### config.mk
export PLATFORM = sky130hd
export DESIGN_NAME = sin_cos_arbiter
export DESIGN_NICKNAME = d
export VERILOG_FILES = /design/src/rtl/sin_cos_pkg.sv /design/src/rtl/rr_arbiter.sv /design/src/rtl/sin_cos_arbiter.sv
export SDC_FILE = /design/constraint.sdc
export NUM_CORES = 1
export LEC_CHECK = 0
export BUFFER_PORTS_ARGS = -buffer_cell sky130_fd_sc_hd__clkbuf_2
export CAP_MARGIN = 30
export CORE_ASPECT_RATIO = 1.75
export CORE_UTILIZATION = 30
export DETAILED_ROUTE_END_ITERATION = 7
export PLACE_DENSITY_LB_ADDON = 0.3
export SYNTH_ARGS = -nofsm -noshare
export SYNTH_HDL_FRONTEND = slang
export SYNTH_HIERARCHICAL = 1
export SYNTH_SLANG_ARGS = --single-unit
export TNS_END_PERCENT = 1
### constraint.sdc
create_clock -name clock -period 9.39 [get_ports clock]
set_input_delay 1.878 -clock clock [delete_from_list [all_inputs] [get_ports clock]]
set_output_delay 1.878 -clock clock [all_outputs]
set_load 0.01 [all_outputs]
### src/rtl/sin_cos_pkg.sv
// Shared constants and tag type for the sin_cos CORDIC pipeline and its arbiter.
package sin_cos_pkg;

    localparam int ASIZE_DEF = 16;
    localparam int DSIZE_DEF = 16;
    localparam int RNUM_DEF  = 8;
    localparam int TAG_IDW   = 4;

    // Cycles from a cs_angle change to the matching cs_sin/cs_cos change.
    function automatic int LAT_OF(input int rnum);
        return rnum + 4;
    endfunction

    typedef struct packed {
        logic               vld;
        logic [TAG_IDW-1:0] id;
    } sc_tag_t;

endpackage

### src/rtl/rr_arbiter.sv
// Round-robin arbiter: circular first-hit search from a pointer that advances
// past the winner whenever the grant is taken.
module rr_arbiter #(
    parameter  int N  = 4,
    localparam int IW = $clog2(N)
) (
    input  logic          clock,
    input  logic          rst_n,
    input  logic [N-1:0]  req,
    output logic [N-1:0]  gnt_onehot,
    output logic [IW-1:0] gnt_id,
    input  logic          accept
);

    logic [IW-1:0] r_ptr;
    logic [IW-1:0] w_idx;

    always_comb begin
        // NOTE: every output gets a default first so no path leaves it unassigned (no latch).
        gnt_onehot = '0;
        gnt_id     = '0;
        w_idx      = '0;
        // Walk from farthest to nearest so the nearest requester overwrites the rest.
        for (int k = N - 1; k >= 0; k--) begin
            w_idx = IW'((int'(r_ptr) + k) % N);
            if (req[w_idx]) begin
                gnt_onehot        = '0;
                gnt_onehot[w_idx] = 1'b1;
                gnt_id            = w_idx;
            end
        end
    end

    always_ff @(posedge clock or negedge rst_n) begin
        // NOTE: state registers use non-blocking assignments so all flops update together.
        if (!rst_n) begin
            r_ptr <= '0;
        end else if (accept) begin
            r_ptr <= (gnt_id == IW'(N - 1)) ? '0 : gnt_id + IW'(1);
        end
    end

endmodule

### src/rtl/sin_cos_arbiter.sv
// Shares one fixed-latency sin_cos pipeline among NREQ requesters and routes
// each result back to its originator with a tag pipeline of matching depth.
module sin_cos_arbiter
    import sin_cos_pkg::*;
#(
    parameter  int NREQ  = 4,
    parameter  int ASIZE = ASIZE_DEF,
    parameter  int DSIZE = DSIZE_DEF,
    parameter  int RNUM  = RNUM_DEF,
    localparam int LAT   = LAT_OF(RNUM),
    localparam int IDW   = $clog2(NREQ),
    localparam int CW    = $clog2(LAT + 2)
) (
    input  logic                        clock,
    input  logic                        rst_n,
    input  logic [NREQ-1:0]             req_valid,
    input  logic [NREQ-1:0][ASIZE-1:0]  req_angle,
    output logic [NREQ-1:0]             req_ready,
    output logic [ASIZE-1:0]            cs_angle,
    input  logic [DSIZE-1:0]            cs_sin,
    input  logic [DSIZE-1:0]            cs_cos,
    output logic [NREQ-1:0]             rsp_valid,
    output logic [DSIZE-1:0]            rsp_sin,
    output logic [DSIZE-1:0]            rsp_cos,
    output logic [IDW-1:0]              rsp_id,
    output logic [CW-1:0]               inflight,
    output logic                        idle
);

    logic [NREQ-1:0]  w_gnt;
    logic [IDW-1:0]   w_gnt_id;
    logic             w_accept;
    sc_tag_t          w_tag_in;
    sc_tag_t          w_tag_out;

    logic [ASIZE-1:0] r_cs_angle;
    sc_tag_t [LAT:0]  r_tag;
    logic [NREQ-1:0]  r_rsp_valid;
    logic [DSIZE-1:0] r_rsp_sin;
    logic [DSIZE-1:0] r_rsp_cos;
    logic [IDW-1:0]   r_rsp_id;
    logic [CW-1:0]    r_inflight;

    rr_arbiter #(.N(NREQ)) u_arb (
        .clock      (clock),
        .rst_n      (rst_n),
        .req        (req_valid),
        .gnt_onehot (w_gnt),
        .gnt_id     (w_gnt_id),
        .accept     (w_accept)
    );

    assign w_accept = |w_gnt;

    always_comb begin
        w_tag_in.vld = w_accept;
        w_tag_in.id  = w_accept ? TAG_IDW'(w_gnt_id) : '0;
    end

    // The tag is captured on the same edge as cs_angle and must reach the output
    // stage one edge after the CORDIC result changes, hence LAT+1 stages.
    assign w_tag_out = r_tag[LAT];

    always_ff @(posedge clock or negedge rst_n) begin
        // NOTE: the tag array is reset because its valid bits gate responses; stale data inside sin_cos is then harmless.
        if (!rst_n) begin
            r_cs_angle <= '0;
            r_tag      <= '0;
        end else begin
            if (w_accept) begin
                r_cs_angle <= req_angle[w_gnt_id];
            end
            r_tag[0] <= w_tag_in;
            for (int s = 1; s <= LAT; s++) begin
                r_tag[s] <= r_tag[s-1];
            end
        end
    end

    always_ff @(posedge clock or negedge rst_n) begin
        if (!rst_n) begin
            r_rsp_valid <= '0;
            r_rsp_sin   <= '0;
            r_rsp_cos   <= '0;
            r_rsp_id    <= '0;
        end else if (w_tag_out.vld) begin
            r_rsp_valid <= NREQ'(1) << w_tag_out.id;
            r_rsp_sin   <= cs_sin;
            r_rsp_cos   <= cs_cos;
            r_rsp_id    <= w_tag_out.id[IDW-1:0];
        end else begin
            r_rsp_valid <= '0;
        end
    end

    always_ff @(posedge clock or negedge rst_n) begin
        if (!rst_n) begin
            r_inflight <= '0;
        end else begin
            case ({w_accept, w_tag_out.vld})
                2'b10:   r_inflight <= r_inflight + CW'(1);
                2'b01:   r_inflight <= r_inflight - CW'(1);
                default: r_inflight <= r_inflight;
            endcase
        end
    end

    assign req_ready = w_gnt;
    assign cs_angle  = r_cs_angle;
    assign rsp_valid = r_rsp_valid;
    assign rsp_sin   = r_rsp_sin;
    assign rsp_cos   = r_rsp_cos;
    assign rsp_id    = r_rsp_id;
    assign inflight  = r_inflight;
    assign idle      = (r_inflight == '0) && (req_valid == '0);

endmodule

# --- Yosys cells after proc, flatten, opt, wreduce, memory -nomap -nowiden ---
# Cells that the tools add are included.
# Widths: inputs -> output; s select.
classes:
  reduce_logical: 9
  n_eq_ne: 3
  order_cmp: 9
  mux: 30
  add_sub_neg: 6
  shifts: 1
ops:
  columns: ["op", "count"]
  rows:
  - ["$bmux 16 s2", 1]
  - ["$mux 4", 5]
  - ["$mux 16", 1]
  - ["$lt 2x3->1 const B", 5]
  - ["$mux 2", 6]
  - ["$bmux 1 s2", 4]
  - ["$demux 1 s2", 4]
  - ["$ge 2x1->1 const B", 4]
  - ["$logic_not 4->1", 2]
  - ["$mux 1", 8]
  - ["$pmux 4 s2", 1]
  - ["$logic_and 1x1->1", 5]
  - ["$add 2x1->2 const B", 2]
  - ["$add 2x2->2 const B", 2]
  - ["$add 4x1->4 const B", 1]
  - ["$eq 2x2->1 const B", 2]
  - ["$reduce_or 4->1", 1]
  - ["$shl 1x2->4 const A", 1]
  - ["$sub 4x1->4 const B", 1]
  - ["$eq 2x1->1 const B", 1]
  - ["$reduce_bool 2->1", 1]
totals:
  regBits: 99
  inputBits: 102
  elab_cells: 91
  out_inout_bits: 63

# --- Depth between registers and ports, before layout ---
logic_depth:
  word_depth: 12
  mapped_depth: 16
  mapped_depth_nobuf: 14

# --- Cells and area by module ---
# Netlist, hierarchy kept.
modules_own_cells:
  columns: ["module", "seq_area_each_um2", "area_per_inst_um2", "n_inst", "cells_per_inst"]
  rows:
  - ["sin_cos_arbiter", 2427.3, 3648.5, 1, 204]
  - ["rr_arbiter", 50.0, 565.5, 1, 65]

# --- Least setup slack after synthesis ---
# Ideal clock, no wire load.
synth_path:
  path_type: "input-to-output"
  start: "in req_valid[1]"
  end: "out req_ready[1]"
  t_arrival_ps: 3004
  path_slack_ps: 4508
  path_buffers: 1
  cell_stages: 5
  required_time_ps: 7512
  path_cell_list: "buf_6 > mux4_2 > nor2b_4 > a221oi_1 > a21oi_1"
synth_via:
  elab_chain_len: 6
  elab_cells_between_ends: 12
  classes_between: "12 x mux"
synth_rtl:
  columns: ["item", "line", "text"]
  rows:
  - ["start, declared", "sin_cos_arbiter.sv:16", "input logic [NREQ-1:0] req_valid,"]
  - ["$bmux 1 s2", "rr_arbiter.sv:26", "if (req[w_idx]) begin"]
  - ["$mux 1 (not written as such)", "rr_arbiter.sv:26", null]
  - ["$mux 4 (3 in a row)", "rr_arbiter.sv:26", null]
  - ["$mux 4 *", "rr_arbiter.sv:26", null]
  - ["end, declared", "sin_cos_arbiter.sv:18", "output logic [NREQ-1:0] req_ready,"]
# Every way passes the cells marked *; elsewhere a longest branch is shown, timed or not. The select of a mux whose other input is x is not followed.

# --- Worst setup path in the final report ---
# Ends and elaborated chain as after synthesis.

==> metrics.md <==
| Metric | Value |
|---|---|
| Status | completed |
| Routed WL | 8510 µm |
| Hold Vio Cnt, Final | 0 |
| Slew Limit Fails | 0 |
| WP data required | 7510 ps |
| Area growth syn-to-layout | 30.9% |
| Number of setup buffers added after CTS | 0 |
| Worst Max-Slew Pin Slew | 865 ps |
| RD Place Congestion | 0.869 |
| Global Route Usage Sum | 12.2% |
| Largest net degree at the start of global routing | 66 |
| Core Area | between 0.01 and 0.015 mm² |
| Cell mode on critical path | clkbuf_2 |
| Final setup viols | 0 |
| Cts bufs inserted | 9 |
| Vias | ~2900 |
| TritonRoute pass-1 iters | 6 |
| Sink Count | 99 |
| Leak pwr | 2.63 nW |
| Setup_tns | 0 ps |
| Hold Path Class | reg2reg |
| Register Area | 0.00248 mm² |
| Ranking of synthesized cells by area | dfrtp_1 59%, mux2_2 14%, mux4_2 8.0% |
| CP Max Fanout | 12 |
| CTS H-tree depth | 3 |
| Starting DRT DRC Count | 71 |
| Worst Skew | 6.94 ps |
| Die height | roughly 160 µm |
| # DRC | 0 |
| Syn nets | 383 |
| RSZ-0062 raised after global routing | false |
| Endpoint class of the critical path | primary output |
| CP delay by family, top | multiplexers |
| Max Cap Viol | 0 |
| CP arrival | 3420 ps |
| Asr flop ratio synth | 100% |
| Port Buffers | 164 |
| CTS Hold Bufs | 0 |
| Final period util | 56.4% |
| Initial core utilization | roughly 31% |
| Proportion of layout cells with a drive suffix above 1 | 57.5% |
| Worst-Skew Late Latency | 340 ps |
| Multi-input gate area | 0.00163 mm² |
| Cell area power density | between 300 and 400 mW/mm² |
| Die area | roughly 0.015 mm² |
| Clk buf depth | 2 |
| Worst-path cell chain | clkbuf_2, mux4_2, nor2b_4, a221oi_1, a21oi_1, clkbuf_2 |
| Initial antenna violation count | 0 |
| Fin crit period | ~5300 ps |
| Io pins | 165 |
| Diodes inserted | 0 |
| WHS | 345 ps |
| Vias in the first global route | 2911 |
| Vias per cell | 4.68 |
| FP Rows | 57 |
| Post-cts resize count | 0 |
| Post-DP HPWL | 6390 µm |
| Worst-path clk slew | 70 ps |
| Root Driver | clkbuf_16 |
| Maximum VDD drop | 0.207 mV |
| Seq cells post-synth | just under 100 |
| Worst slew margin | between 40% and 50% |
| Yosys top cell area share | about 59% |
| Yosys top cell by area | dfrtp_1 |
| Sequential-to-total area share from yosys stat | 58.8% |
| Mapped Area | 0.00421 mm² |
| Fmax | 189 MHz |
| Remaining Overflow, GRT | 0 |
| # fillers | 1307 |
| Slowest-stage cell, CP | mux4_2 |
| Post-synth EDFFs | 0 |
| Synth warn | 6 |
| Largest stage delay on the critical path | 550 ps |
| CTS tree | built |
| Critical path type | in2out |
| Synth cell types | 40 |
| Die width | 91.6 µm |
| Global-route wire length before repair | approximately 14000 µm |
| WL/cell | between 10 and 15 µm |
| Nets | 549 |
| Buf/Inv on CP | 2 |
| Remaining antenna violation count after routing | 0 |
| Critical path launch point type | input pin |
| Syn_area_per_cell | 15.7 µm² |
| Cells after synthesis | 269 |
| Ys flop type | dfrtp_1 |
[stage by stage]
stage	util (%)	worst slack [ps]	instance area, µm²	power, mW	instances
floorplan	-	4510	4210	1.27	269
global placement	37.8	4190	5200	1.49	601
detailed placement	37.8	4130	5200	1.52	601
CTS	40.1	4130	5520	1.91	617
global route	40.1	4030	5520	2.01	617
finish	40.1	4100	5520	1.88	617
[layout make-up]
class | instances | area share [%]
clock buffer | 10 | 4.33
clock inverter | 6 | 1.41
inverter | 5 | 0.340
multi-input combinational | 152 | 29.5
sequential | 99 | 44.9
tap | 177 | 4.01
timing repair buffer | 168 | 15.5
[metal layers]
| layer | global-route usage [%] | share of wire (%) | vias to the layer above |
|---|---|---|---|
| met5 | 0 | 0 | - |
| met1 | 12.8 | 37 | 1411 |
| met3 | 3.54 | 6.3 | 21 |
| met2 | 22.1 | 54 | 137 |
| met4 | 5.19 | 2.9 | 0 |
| li1 | - | - | 1316 |
[state kept, by name, indices dropped and copies added, names as in the netlist]
register / flops
rsp_valid: 4
rsp_cos: 16
r_tag: 39
rsp_id: 2
cs_angle: 16
rsp_sin: 16
inflight: 4
u_arb/r_ptr: 2
[where the power goes]
part,switching (mW),internal (mW),leakage [nW]
Clock,0.164,0.219,0.154
Combinational,0.394,0.419,1.32
Sequential,0.0914,0.589,1.15
[synthesized netlist by cell type, types with 2 or more instances]
| master | n |
|---|---|
| clkbuf_1 | 3 |
| buf_2 | 6 |
| xor2_1 | 4 |
| nor2_1 | 8 |
| nand2b_1 | 2 |
| dfrtp_1 | 99 |
| mux4_1 | 4 |
| buf_6 | 2 |
| inv_1 | 5 |
| nand2_1 | 7 |
| ha_1 | 12 |
| mux4_2 | 15 |
| a21oi_1 | 7 |
| nand4b_1 | 4 |
| nor2b_1 | 7 |
| mux2_2 | 51 |
| a221oi_1 | 4 |
| o21ai_0 | 6 |
| or4_1 | 2 |
[cell usage in the layout, fill, tap and decap left out, types with 2 or more instances in the layout]
cell and count:
clkbuf_2 163, mux2_2 51, dfrtp_1 99, inv_1 5, or4_1 2, nor2_1 8, inv_8 2, inv_6 2
nand2b_1 2, buf_4 5, clkbuf_16 9, o21ai_0 5, nor2b_1 7, nand2_1 7, nand4b_1 4, mux4_1 4
a21oi_1 7, mux4_2 15, ha_1 12, xor2_1 4, a221oi_1 4
[kinds of logic (layout without fill, tap and decap cells)]
logic type      Yosys count  after routing  synth area share [%]
compound gates           26             26                  4.04
simple gates             38             38                  5.43
buf+inv                  18            189                  2.76
xor+xnor                  5              5                  1.04
mux                      71             71                  24.4
flops                    99             99                  58.8
fa+ha+maj                12             12                  3.56
[worst register-to-register path, cell delays in order (launching register included)]
cell	delay (ps)
dfrtp_1	740
inv_1	230
ha_1	440
mux4_2	430
a221oi_1	400
a21oi_1	170
nor4_2	440
ha_1	320
xor2_1	100
ha_1	190
a21oi_1	140
xor2_1	160
nor2_1	60
xor2_1	140
[final timing paths]
kind                                 from            to  slack [ps]  depth (start not counted)
max in group asynchronous           rst_n     r_tag[19]        6720                          2
hold / removal                  r_tag[30]     r_tag[35]         340                          0
hold reg to reg                 r_tag[30]     r_tag[35]         340                          0
setup reg to reg           u_arb/r_ptr[0]   inflight[2]        5310                         13
min in group asynchronous           rst_n    rsp_cos[4]        1480                          1
setup / recovery             req_valid[1]  req_ready[1]        4100                          6
No activity file was read; power rests on OpenSTA's default activity.
